**config.mk**
```make
export PLATFORM = sky130hd
export DESIGN_NAME = sram_arbiter
export DESIGN_NICKNAME = d
export VERILOG_FILES = /design/src/rtl/sram_arb_pkg.sv /design/src/rtl/sram_arb_rsp_slot.sv /design/src/rtl/sram_arbiter.sv
export SDC_FILE = /design/constraint.sdc
export NUM_CORES = 1
export LEC_CHECK = 0
export CAP_MARGIN = 20
export CORE_UTILIZATION = 25
export CTS_CLUSTER_SIZE = 40
export DETAILED_ROUTE_END_ITERATION = 8
export GPL_TIMING_DRIVEN = 0
export HOLD_SLACK_MARGIN = 0.03
export PLACE_DENSITY_LB_ADDON = 0.1
export SLEW_MARGIN = 20
export SYNTH_ARGS = -nofsm -noshare
export SYNTH_HDL_FRONTEND = slang
export SYNTH_SLANG_ARGS = --single-unit
```
**constraint.sdc**
```tcl
create_clock -name clka -period 2.7 [get_ports clka]
set_input_delay 0.675 -clock clka [delete_from_list [all_inputs] [get_ports clka]]
set_output_delay 0.675 -clock clka [all_outputs]
set_load 0.03 [all_outputs]
```
**src/rtl/sram_arb_pkg.sv**
```systemverilog
// -----------------------------------------------------------------------------
// sram_arb_pkg
//   Shared types and constants for the two-port SRAM arbiter.
//   - rsp_state_t : response slot states (idle, response in flight, held)
//   - NUM_PORTS   : number of requesters sharing the SRAM
//   - PORT_IFETCH : index of the instruction-fetch port
//   - PORT_LSU    : index of the load/store port
// -----------------------------------------------------------------------------
package sram_arb_pkg;

    typedef enum logic [1:0] {
        RSP_IDLE     = 2'd0,
        RSP_INFLIGHT = 2'd1,
        RSP_HELD     = 2'd2
    } rsp_state_t;

    localparam int unsigned NUM_PORTS   = 2;
    localparam int unsigned PORT_IFETCH = 0;
    localparam int unsigned PORT_LSU    = 1;

endpackage

```
**src/rtl/sram_arb_rsp_slot.sv**
```systemverilog
// -----------------------------------------------------------------------------
// sram_arb_rsp_slot
//   Response holding slot for one arbiter port. The SRAM returns read data one
//   cycle after a grant; if the requester does not accept it in that cycle the
//   word is copied into a local hold register, because the other port may use
//   the SRAM in the same cycle and overwrite douta.
//
//   Ports:
//     clka       in   clock
//     resetn     in   asynchronous active-low reset
//     grant      in   this port is granted an SRAM access this cycle
//     sram_douta in   SRAM read data (valid the cycle after a grant)
//     rsp_ready  in   requester consumes the response this cycle
//     rsp_valid  out  response available
//     rsp_rdata  out  response data (live douta or held copy)
//     free       out  slot can take a new access this cycle
// -----------------------------------------------------------------------------
module sram_arb_rsp_slot
    import sram_arb_pkg::*;
#(
    parameter int LEN_DATA = 32
) (
    input  logic                clka,
    input  logic                resetn,
    input  logic                grant,
    input  logic [LEN_DATA-1:0] sram_douta,
    input  logic                rsp_ready,
    output logic                rsp_valid,
    output logic [LEN_DATA-1:0] rsp_rdata,
    output logic                free
);

    rsp_state_t          state;
    logic                use_hold;
    logic [LEN_DATA-1:0] hold;

    always_ff @(posedge clka or negedge resetn) begin
        if (!resetn) begin
            state     <= RSP_IDLE;
            rsp_valid <= 1'b0;
            use_hold  <= 1'b0;
            hold      <= '0;
        end else begin
            case (state)
                RSP_IDLE: begin
                    if (grant) begin
                        state     <= RSP_INFLIGHT;
                        rsp_valid <= 1'b1;
                        use_hold  <= 1'b0;
                    end
                end
                RSP_INFLIGHT: begin
                    if (rsp_ready) begin
                        // A grant here is a back-to-back access: stay in flight.
                        state     <= grant ? RSP_INFLIGHT : RSP_IDLE;
                        rsp_valid <= grant;
                        use_hold  <= 1'b0;
                    end else begin
                        // douta is only guaranteed this cycle; keep a private copy.
                        hold      <= sram_douta;
                        state     <= RSP_HELD;
                        rsp_valid <= 1'b1;
                        use_hold  <= 1'b1;
                    end
                end
                RSP_HELD: begin
                    if (rsp_ready) begin
                        state     <= grant ? RSP_INFLIGHT : RSP_IDLE;
                        rsp_valid <= grant;
                        use_hold  <= 1'b0;
                    end
                end
                default: begin
                    state     <= RSP_IDLE;
                    rsp_valid <= 1'b0;
                    use_hold  <= 1'b0;
                end
            endcase
        end
    end

    assign rsp_rdata = use_hold ? hold : sram_douta;
    assign free      = !rsp_valid || rsp_ready;

endmodule

```
**src/rtl/sram_arbiter.sv**
```systemverilog
// -----------------------------------------------------------------------------
// sram_arbiter
//   Shares one single-port read-first synchronous SRAM (1-cycle latency, byte
//   write enables, ena-gated output register) between an instruction-fetch
//   port (m0) and a load/store port (m1). Round-robin grant, one access per
//   cycle, per-port response holding so backpressure on one port never blocks
//   or corrupts the other.
//
//   Ports:
//     clka, resetn                      clock, asynchronous active-low reset
//     mX_req_valid/ready                request handshake (ready = granted)
//     mX_req_addr/wdata/wstrb           byte address, write data, byte strobes
//                                       (all-zero strobes = read)
//     mX_rsp_valid/ready, mX_rsp_rdata  response handshake and data (old
//                                       contents for writes)
//     sram_addra/dina/ena/wea           SRAM command, combinational from grant
//     sram_douta                        SRAM read data
// -----------------------------------------------------------------------------
module sram_arbiter
    import sram_arb_pkg::*;
#(
    parameter int LEN_ADDR = 32,
    parameter int LEN_DATA = 32
) (
    input  logic                  clka,
    input  logic                  resetn,

    input  logic                  m0_req_valid,
    output logic                  m0_req_ready,
    input  logic [LEN_ADDR-1:0]   m0_req_addr,
    input  logic [LEN_DATA-1:0]   m0_req_wdata,
    input  logic [LEN_DATA/8-1:0] m0_req_wstrb,
    output logic                  m0_rsp_valid,
    input  logic                  m0_rsp_ready,
    output logic [LEN_DATA-1:0]   m0_rsp_rdata,

    input  logic                  m1_req_valid,
    output logic                  m1_req_ready,
    input  logic [LEN_ADDR-1:0]   m1_req_addr,
    input  logic [LEN_DATA-1:0]   m1_req_wdata,
    input  logic [LEN_DATA/8-1:0] m1_req_wstrb,
    output logic                  m1_rsp_valid,
    input  logic                  m1_rsp_ready,
    output logic [LEN_DATA-1:0]   m1_rsp_rdata,

    output logic [LEN_ADDR-1:0]   sram_addra,
    output logic [LEN_DATA-1:0]   sram_dina,
    output logic                  sram_ena,
    output logic [LEN_DATA/8-1:0] sram_wea,
    input  logic [LEN_DATA-1:0]   sram_douta
);

    logic [NUM_PORTS-1:0] free;
    logic [NUM_PORTS-1:0] elig;
    logic [NUM_PORTS-1:0] grant;

    // Index of the last granted port; 1 after reset so port 0 wins the first tie.
    logic rr_last;

    // A port may only issue when its response slot can drain this cycle.
    assign elig[PORT_IFETCH] = m0_req_valid && free[PORT_IFETCH];
    assign elig[PORT_LSU]    = m1_req_valid && free[PORT_LSU];

    always_comb begin
        grant = '0;
        if (elig[PORT_IFETCH] && elig[PORT_LSU]) begin
            if (rr_last) grant[PORT_IFETCH] = 1'b1;
            else         grant[PORT_LSU]    = 1'b1;
        end else begin
            grant = elig;
        end
    end

    always_ff @(posedge clka or negedge resetn) begin
        if (!resetn) begin
            rr_last <= 1'b1;
        end else if (|grant) begin
            rr_last <= grant[PORT_LSU];
        end
    end

    assign m0_req_ready = grant[PORT_IFETCH];
    assign m1_req_ready = grant[PORT_LSU];

    // SRAM command mux; nothing reaches the SRAM from an ungranted port.
    always_comb begin
        sram_ena   = 1'b0;
        sram_addra = '0;
        sram_dina  = '0;
        sram_wea   = '0;
        if (grant[PORT_IFETCH]) begin
            sram_ena   = 1'b1;
            sram_addra = m0_req_addr;
            sram_dina  = m0_req_wdata;
            sram_wea   = m0_req_wstrb;
        end else if (grant[PORT_LSU]) begin
            sram_ena   = 1'b1;
            sram_addra = m1_req_addr;
            sram_dina  = m1_req_wdata;
            sram_wea   = m1_req_wstrb;
        end
    end

    sram_arb_rsp_slot #(
        .LEN_DATA (LEN_DATA)
    ) u_slot_ifetch (
        .clka       (clka),
        .resetn     (resetn),
        .grant      (grant[PORT_IFETCH]),
        .sram_douta (sram_douta),
        .rsp_ready  (m0_rsp_ready),
        .rsp_valid  (m0_rsp_valid),
        .rsp_rdata  (m0_rsp_rdata),
        .free       (free[PORT_IFETCH])
    );

    sram_arb_rsp_slot #(
        .LEN_DATA (LEN_DATA)
    ) u_slot_lsu (
        .clka       (clka),
        .resetn     (resetn),
        .grant      (grant[PORT_LSU]),
        .sram_douta (sram_douta),
        .rsp_ready  (m1_rsp_ready),
        .rsp_valid  (m1_rsp_valid),
        .rsp_rdata  (m1_rsp_rdata),
        .free       (free[PORT_LSU])
    );

endmodule

```
==> metrics.cfg, run 1 <==
[run_status]
outcome=finished, final reports clean

[floorplan]
num_rows=47
initial_utilization_pct=25.83
die_h_um=133.6
die_area_mm2=0.01785
die_w_um=133.6
core_mm2=0.01676
io_pins=311

[logic_synthesis]
synth_cells=346
ys_seq_elements=73
synth_area_mm2=0.004329
yosys_warnings=0
ys_types=28
yosysSeqAreaShare_pct=42.23
syn_nets=520
avgSynthCellArea_um2=12.51

[place]
port-buffer-count=310
dp.cells=877
gp_congestion=0.7490
hpwl_mm=12.72

[routing]
avgViaCountPerCell=4.592
route.detailed.drc=0
via_count=4142
wl_per_cell_um=18.19
dr.pass1.iters=4
antenna_left=0
wirelength_mm=16.40
drt_iter0_markers=93

[power]
pwr-share-comb_pct=55.9
power_switching_mw=2.850
seq_power_share_pct=26.2
cellPowerDensity_mw_per_mm2=900.5
leakagePower_nw=3.591
ir_worst_vdd_uv=528.9
sw_frac_of_total_pct=39.01
p_int_mw=4.456
pwr-share-clk_pct=17.8

[cts]
clk_pin_slew_ps=50
numCtsBuffers=9
numClockSinks=73
cts-htree-levels=3
cts_root_buf=clkbuf_16
tritoncts=done
clk_path_buf_depth=2
clock_latency_ps=330

[sta]
hold_violations=0
worst_slew_pin_slew_ps=463.7
fmax_mhz=377.8
period_minus_slack_ps=2647
grt_setup_unrepaired=no
fin_skew_ps=8.181
fin_setup_tns_ps=0
drv_slew=0
setup_viol=0
slew-limit-headroom_pct=68.92
finalCritPeriodShare_pct=98.03

[worst_setup_path]
crit_top_cell=nor2b_4
end_kind=output port
critPathKind=primary input to output port
critPathLaunchType=primary input
crit_path_max_incr_delay_ps=330
crit_fanout=6
cp_cell_sequence=buf_4, nor2b_4, or3_4, nor2b_4, buf_12, buf_8, a22o_1, buf_6
crit_slowest_cell=or3_4
worstPathArrival_ps=1970
crit_required_ps=2030

[grt]
gr-total-overflow=0
track_usage_pct=17.74
antenna_found_initial=1
grt_max_degree=42
grt_first_pass_wirelength_mm=24.31
grt_pass1_vias=4243

[cells_and_area]
syn_to_final_growth_pct=87.40
final_cell_mix=clkdlybuf4s50_1, mux2_2, dfrtp_1
final_nets=850
final_layout_size_suffix_gt1_share_pct=38.47
layout_commonest_cell=clkdlybuf4s50_1
fillers=1591
final_cells=902

[hold_path]
hp-class=primary input to asynchronous set/reset pin

[run]
drv_cap=0

power by group through the flow:
stage	sequential, mW	clock, mW	combinational (mW)
detailed placement	1.90	0	4.23
global placement	1.87	0	4.19
CTS	1.92	1.35	4.10
global route	2.00	1.39	4.33
floorplan	1.84	0	2.59
finish	1.91	1.30	4.09
metrics by stage:
| step | cell area [um^2] | utilization, % | worst slack (ps) | hold WS, ps | power, mW |
|---|---|---|---|---|---|
| final | 8113 | 48.41 | 53.31 | 295.0 | 7.306 |
| after global routing | 8113 | 48.41 | 3.195 | 325.3 | 7.719 |
| after CTS | 8025 | 47.88 | 0.2243 | 306.4 | 7.364 |
| after detailed placement | 7725 | 46.09 | -1254 | 473.0 | 6.128 |
| after global placement | 7707 | 45.99 | -1627 | 464.8 | 6.061 |
| after floorplan | 4329 | - | 150.5 | 379.4 | 4.431 |
logic make-up (layout without fill, tap and decap cells):
| family | count (synthesis) | after routing | share of synthesized area (%) |
|---|---|---|---|
| xor gates and xnor gates | 1 | 1 | 0.2023 |
| other | 0 | 1 | 0 |
| muxes | 128 | 128 | 33.29 |
| buffers and inverters | 33 | 368 | 4.624 |
| DFF | 73 | 73 | 42.23 |
| AOI/OAI and AO/OA | 87 | 87 | 16.45 |
| and+or+nand+nor | 24 | 24 | 3.208 |
state kept, by name (all words and copies together), names as in the netlist:
name and count:
u_slot_ifetch.state 2, rr_last 1, u_slot_lsu.use_hold 1, u_slot_ifetch.use_hold 1, u_slot_lsu.state 2, u_slot_ifetch.rsp_valid 1, u_slot_lsu.rsp_valid 1, u_slot_ifetch.hold 32
u_slot_lsu.hold 32
what timing repair did:
item,4_1_cts,5_1_grt
gates cloned,1,2
pin swaps,9,5
hold buffers,0,0
setup endpoints to repair,135,77
buffers inserted,8,0
resized for setup,529,20
worst max-delay path, delay by kind of cell:
family | cells | cell delay (ps)
buf+inv | 4 | 540
simple gates | 3 | 540
compound gates | 1 | 220
Yosys cell counts:
cell type  instances  area (um^2)
a211oi_1           1        7.510
a21o_1             1        7.510
nor3_1             1        5.000
dfrtp_1           72         1802
nor2_1             5        18.77
clkbuf_1           9        33.78
nor3_2             1        10.01
xnor2_1            1        8.760
nor2b_4            1        13.76
buf_2             13        65.06
dfstp_2            1        26.28
a21oi_1            7        35.03
nand2_1            6        22.52
o21ai_1            1        5.000
or3_4              1        11.26
o21ba_2            1        10.01
inv_1              3        11.26
a22o_1            68        595.6
mux2_2           119         1340
nand3b_1           1        7.510
nor2b_1            3        18.77
a211oi_2           1        12.51
and2_1             1        6.260
mux2_1             9        101.4
nand2b_1           4        25.02
buf_6              8        90.09
a31o_2             1        8.760
o21ai_0            6        30.03
final timing paths:
kind,start,endpoint,slack [ps],cells past startpoint
worst max-delay path,m1_rsp_ready,sram_addra[21],50,8
worst max register to register,u_slot_ifetch.state[1],u_slot_ifetch.hold[22],840,4
worst min-delay path,resetn,u_slot_lsu.hold[15],290,1
worst min register to register,u_slot_ifetch.hold[10],u_slot_ifetch.hold[10],480,1
min in group clka,u_slot_ifetch.hold[10],u_slot_ifetch.hold[10],480,1
max in group asynchronous,resetn,u_slot_lsu.use_hold,1820,2
area by class of cell:
cell class	count	area, um^2	area share (%)
well taps	220	275.3	3.393
plain buffers	27	257.7	3.177
clock inverters	5	77.57	0.9562
inverters	3	11.26	0.1388
repair buffers	322	3070	37.85
flip-flops and latches	73	1831	22.56
multi-input cells	240	2335	28.78
diodes	1	2.502	0.03085
clock buffers	11	252.7	3.115
metal layers:
metal / routed length, um / GRT usage, %
met5: 0 / 0
met1: 6487 / 20.55
met4: 167 / 3.977
met2: 8567 / 32.06
met3: 1181 / 5.137
Power figures use the tool's default switching activity.
==> run 2: changes to the inputs <==
--- a/config.mk
+++ b/config.mk
@@ -5,6 +5,7 @@
 export SDC_FILE = /design/constraint.sdc
 export NUM_CORES = 1
 export LEC_CHECK = 0
+export ABC_AREA = 1
 export CAP_MARGIN = 20
 export CORE_UTILIZATION = 25
 export CTS_CLUSTER_SIZE = 40
==> run 2 against run 1 <==
Final area shrank 2.4%. Total power decreased by 3.1%. First-iteration DRC count grew 140%. Worst hold slack worse by 33 ps. Clock skew grew 2.1 ps. Critical endpoint is now sram_addra[17]. Largest cell class unchanged. Highest routed layer is now met5.
==> metrics.cfg, run 2 <==
[worst_setup_path]
r2r_cells=6  ; +2
timing.rr.end=u_slot_ifetch.hold[2]
end_kind=output port
critPathKind=primary input to output port
crit_end=sram_addra[17]
crit_start=m0_req_valid
crit_required_ps=2030  ; about the same
critPathLaunchType=primary input
worstPathArrival_ps=1970  ; about the same
crit_fanout=8  ; +2
r2r_slack_ps=1220  ; +380 ps
rr_startpoint=u_slot_ifetch.state[0]

[power]
cellPowerDensity_mw_per_mm2=893.8  ; -0.75%
pwr-share-comb_pct=56.3  ; +0.4 points
power_switching_mw=3.351  ; +18%
leakagePower_nw=4.016  ; +12%
sw_frac_of_total_pct=47.34  ; +8.3 points
ir_worst_vdd_uv=448.1  ; -15%
power_mw=7.078  ; -3.1%
seq_power_share_pct=26.8  ; +0.6 points
p_int_mw=3.727  ; -16%
pwr-share-clk_pct=16.9  ; -0.9 points

[logic_synthesis]
yosys-top-cells-area=dfrtp_1, nand2_1, o21ai_0
ys_async_sr_fraction_pct=100.0  ; unchanged
synth_top_area_share_pct=41.42  ; -0.20 points
synth_commonest_cells=nand2_1, o21ai_0, dfrtp_1
syn_nets=832  ; +60%
yosysMostFrequentCell=nand2_1
synth_edf_count=0  ; unchanged
synth_cells=658  ; +90%
synth_flop_cell=dfrtp_1
synth_area_mm2=0.004350  ; +0.49%
yosys_warnings=0  ; unchanged
yosysSeqAreaShare_pct=42.02  ; -0.21 points
yosys.area.top_type=dfrtp_1
ys_types=21  ; -25%
avgSynthCellArea_um2=6.612  ; -47%
ys_seq_elements=73  ; unchanged

[sta]
holdWs_ps=262.1  ; -32.92 ps
fmax_mhz=377.8  ; about the same
slew-limit-headroom_pct=64.58  ; -4.3 points
worst_slew_pin_slew_ps=531.2  ; +67.51 ps
fin_ws_ps=53.24  ; -0.06460 ps
setup_viol=0  ; unchanged
hold_violations=0  ; unchanged
fin_skew_ps=10.32  ; +2.139 ps
drv_slew=0  ; unchanged
finalCritPeriodShare_pct=98.03  ; about the same
period_minus_slack_ps=2647  ; +0.06460 ps

[cells_and_area]
fillers=1813  ; +14%
final_cell_mix=nand2_1, clkdlybuf4s50_1, o21ai_0
syn_to_final_growth_pct=82.02
fin_util_pct=47.25  ; -1.2 points
final_nets=1162  ; +37%
layout_commonest_cell=nand2_1
reg_top3=u_slot_ifetch.hold: 32 flops, u_slot_lsu.hold: 32 flops
diodes=0  ; -1
final_layout_size_suffix_gt1_share_pct=15.63  ; -23 points

[place]
gp_congestion=0.7559  ; +0.92%
hpwl_mm=15.12  ; +19%
port-buffer-count=310  ; unchanged
pre_cts_ws_ps=-905.6  ; +348.4 ps

[routing]
wirelength_mm=19.64  ; +20%
via_count=5304  ; +28%
route.detailed.drc=0  ; unchanged
avgViaCountPerCell=4.376  ; -4.7%
dr.pass1.iters=4  ; unchanged
drt_iter0_markers=223  ; +140%
antenna_left=0  ; unchanged
wl_per_cell_um=16.20  ; -11%

[floorplan]
die_area_mm2=0.01793  ; +0.49%
die_w_um=133.9  ; +0.24%
initial_utilization_pct=25.96  ; +0.13 points
core_mm2=0.01676  ; unchanged
num_rows=47  ; unchanged
io_pins=311  ; unchanged
die_h_um=133.9  ; +0.24%

[cts]
cts-htree-levels=3  ; unchanged
numClockSinks=73  ; unchanged
clk_path_buf_depth=2  ; unchanged
clock_latency_ps=330  ; about the same
cts_root_buf=clkbuf_16
numCtsBuffers=9  ; unchanged
tritoncts=done
clk_pin_slew_ps=60  ; about the same

[grt]
track_usage_pct=21.59  ; +3.8 points
gr-total-overflow=0  ; unchanged
antenna_found_initial=1  ; unchanged
grt_max_degree=46  ; +9.5%
grt_first_pass_wirelength_mm=29.55  ; +22%
grt_pass1_vias=5161  ; +22%

[hold_path]
hp-class=primary input to asynchronous set/reset pin

[run]
drv_cap=0  ; unchanged

[run_status]
outcome=finished, final reports clean

[run 2: cell types whose count changed after synthesis, moves of 9 or more]
cell / delta
inv_1: +36
o21ai_0: +125
a22o_1: -68
mux2_2: -119
nand2_1: +331
mux2_1: -9
clkbuf_1: +10
nand2_2: +11
[run 2: how the worst min path moves through the flow]
stage	slack [ps]	depth (start not counted)	start	end
2_1_floorplan	380	0	resetn	u_slot_ifetch.hold[0]
3_3_place_gp	470	2	u_slot_lsu.hold[13]	u_slot_lsu.hold[13]
3_5_place_dp	470	2	u_slot_ifetch.hold[0]	u_slot_ifetch.hold[0]
4_1_cts	270	1	resetn	u_slot_lsu.hold[18]
5_1_grt	290	1	resetn	u_slot_lsu.hold[18]
6_report	260	1	resetn	u_slot_lsu.hold[18]
[run 2: cell families (layout without fill, tap and decap cells)]
logic type | Yosys count | in the layout | share of synthesized area [%]
and+or+nand+nor | 364 | 364 | 32.56
AOI/OAI and AO/OA | 136 | 136 | 16.11
buffers and inverters | 85 | 419 | 9.319
DFF | 73 | 73 | 42.02
[run 2: what timing repair did]
action / 4_1_cts / 5_1_grt
endpoints found under the setup margin: 135 / 39
cloned: 3 / 0
setup buffers: 3 / 2
pin swaps: 3 / 2
hold buffers: 0 / 0
gates resized for setup: 407 / 46
[run 2: layout make-up]
class | instances | area (um^2) | share of cell area [%]
multi-input combinational | 500 | 2145 | 27.08
clock buffer | 9 | 225.2 | 2.844
buffer | 42 | 286.5 | 3.618
timing repair buffer | 319 | 2920 | 36.88
sequential | 73 | 1828 | 23.08
inverter | 43 | 171.4 | 2.165
tap | 220 | 275.3 | 3.476
clock inverter | 6 | 67.56 | 0.8532
[run 2: metal layers]
layer	track usage, %	up-vias	wire, um
li1	-	2701	-
met1	26.88	2395	8449
met2	38.05	187	9736
met3	4.157	19	1151
met4	5.366	2	289
met5	0	-	13
[run 2: through the flow]
stage / instance area, um^2 / std cells / setup TNS, ps
floorplan: 4350 / 658 / 0
global placement: 7729 / 1188 / -181100
detailed placement: 7754 / 1189 / -54510
CTS: 7976 / 1210 / 0
global route: 7919 / 1212 / -0.4541
finish: 7919 / 1212 / 0
[run 2: power by group through the flow]
stage	logic [mW]	registers [mW]	clock network [mW]
finish	3.99	1.90	1.20
global route	4.34	1.96	1.26
CTS	4.05	1.89	1.22
detailed placement	4.30	1.89	0
global placement	4.27	1.89	0
floorplan	2.40	1.86	0
[run 2: critical path: stages]
cell and delay (ps):
dlygate4sd2_1 260, a21boi_4 140, nand2_2 100, clkinv_4 100
buf_8 150, bufbuf_16 260, nand2_1 60, nand2_2 70
buf_6 140
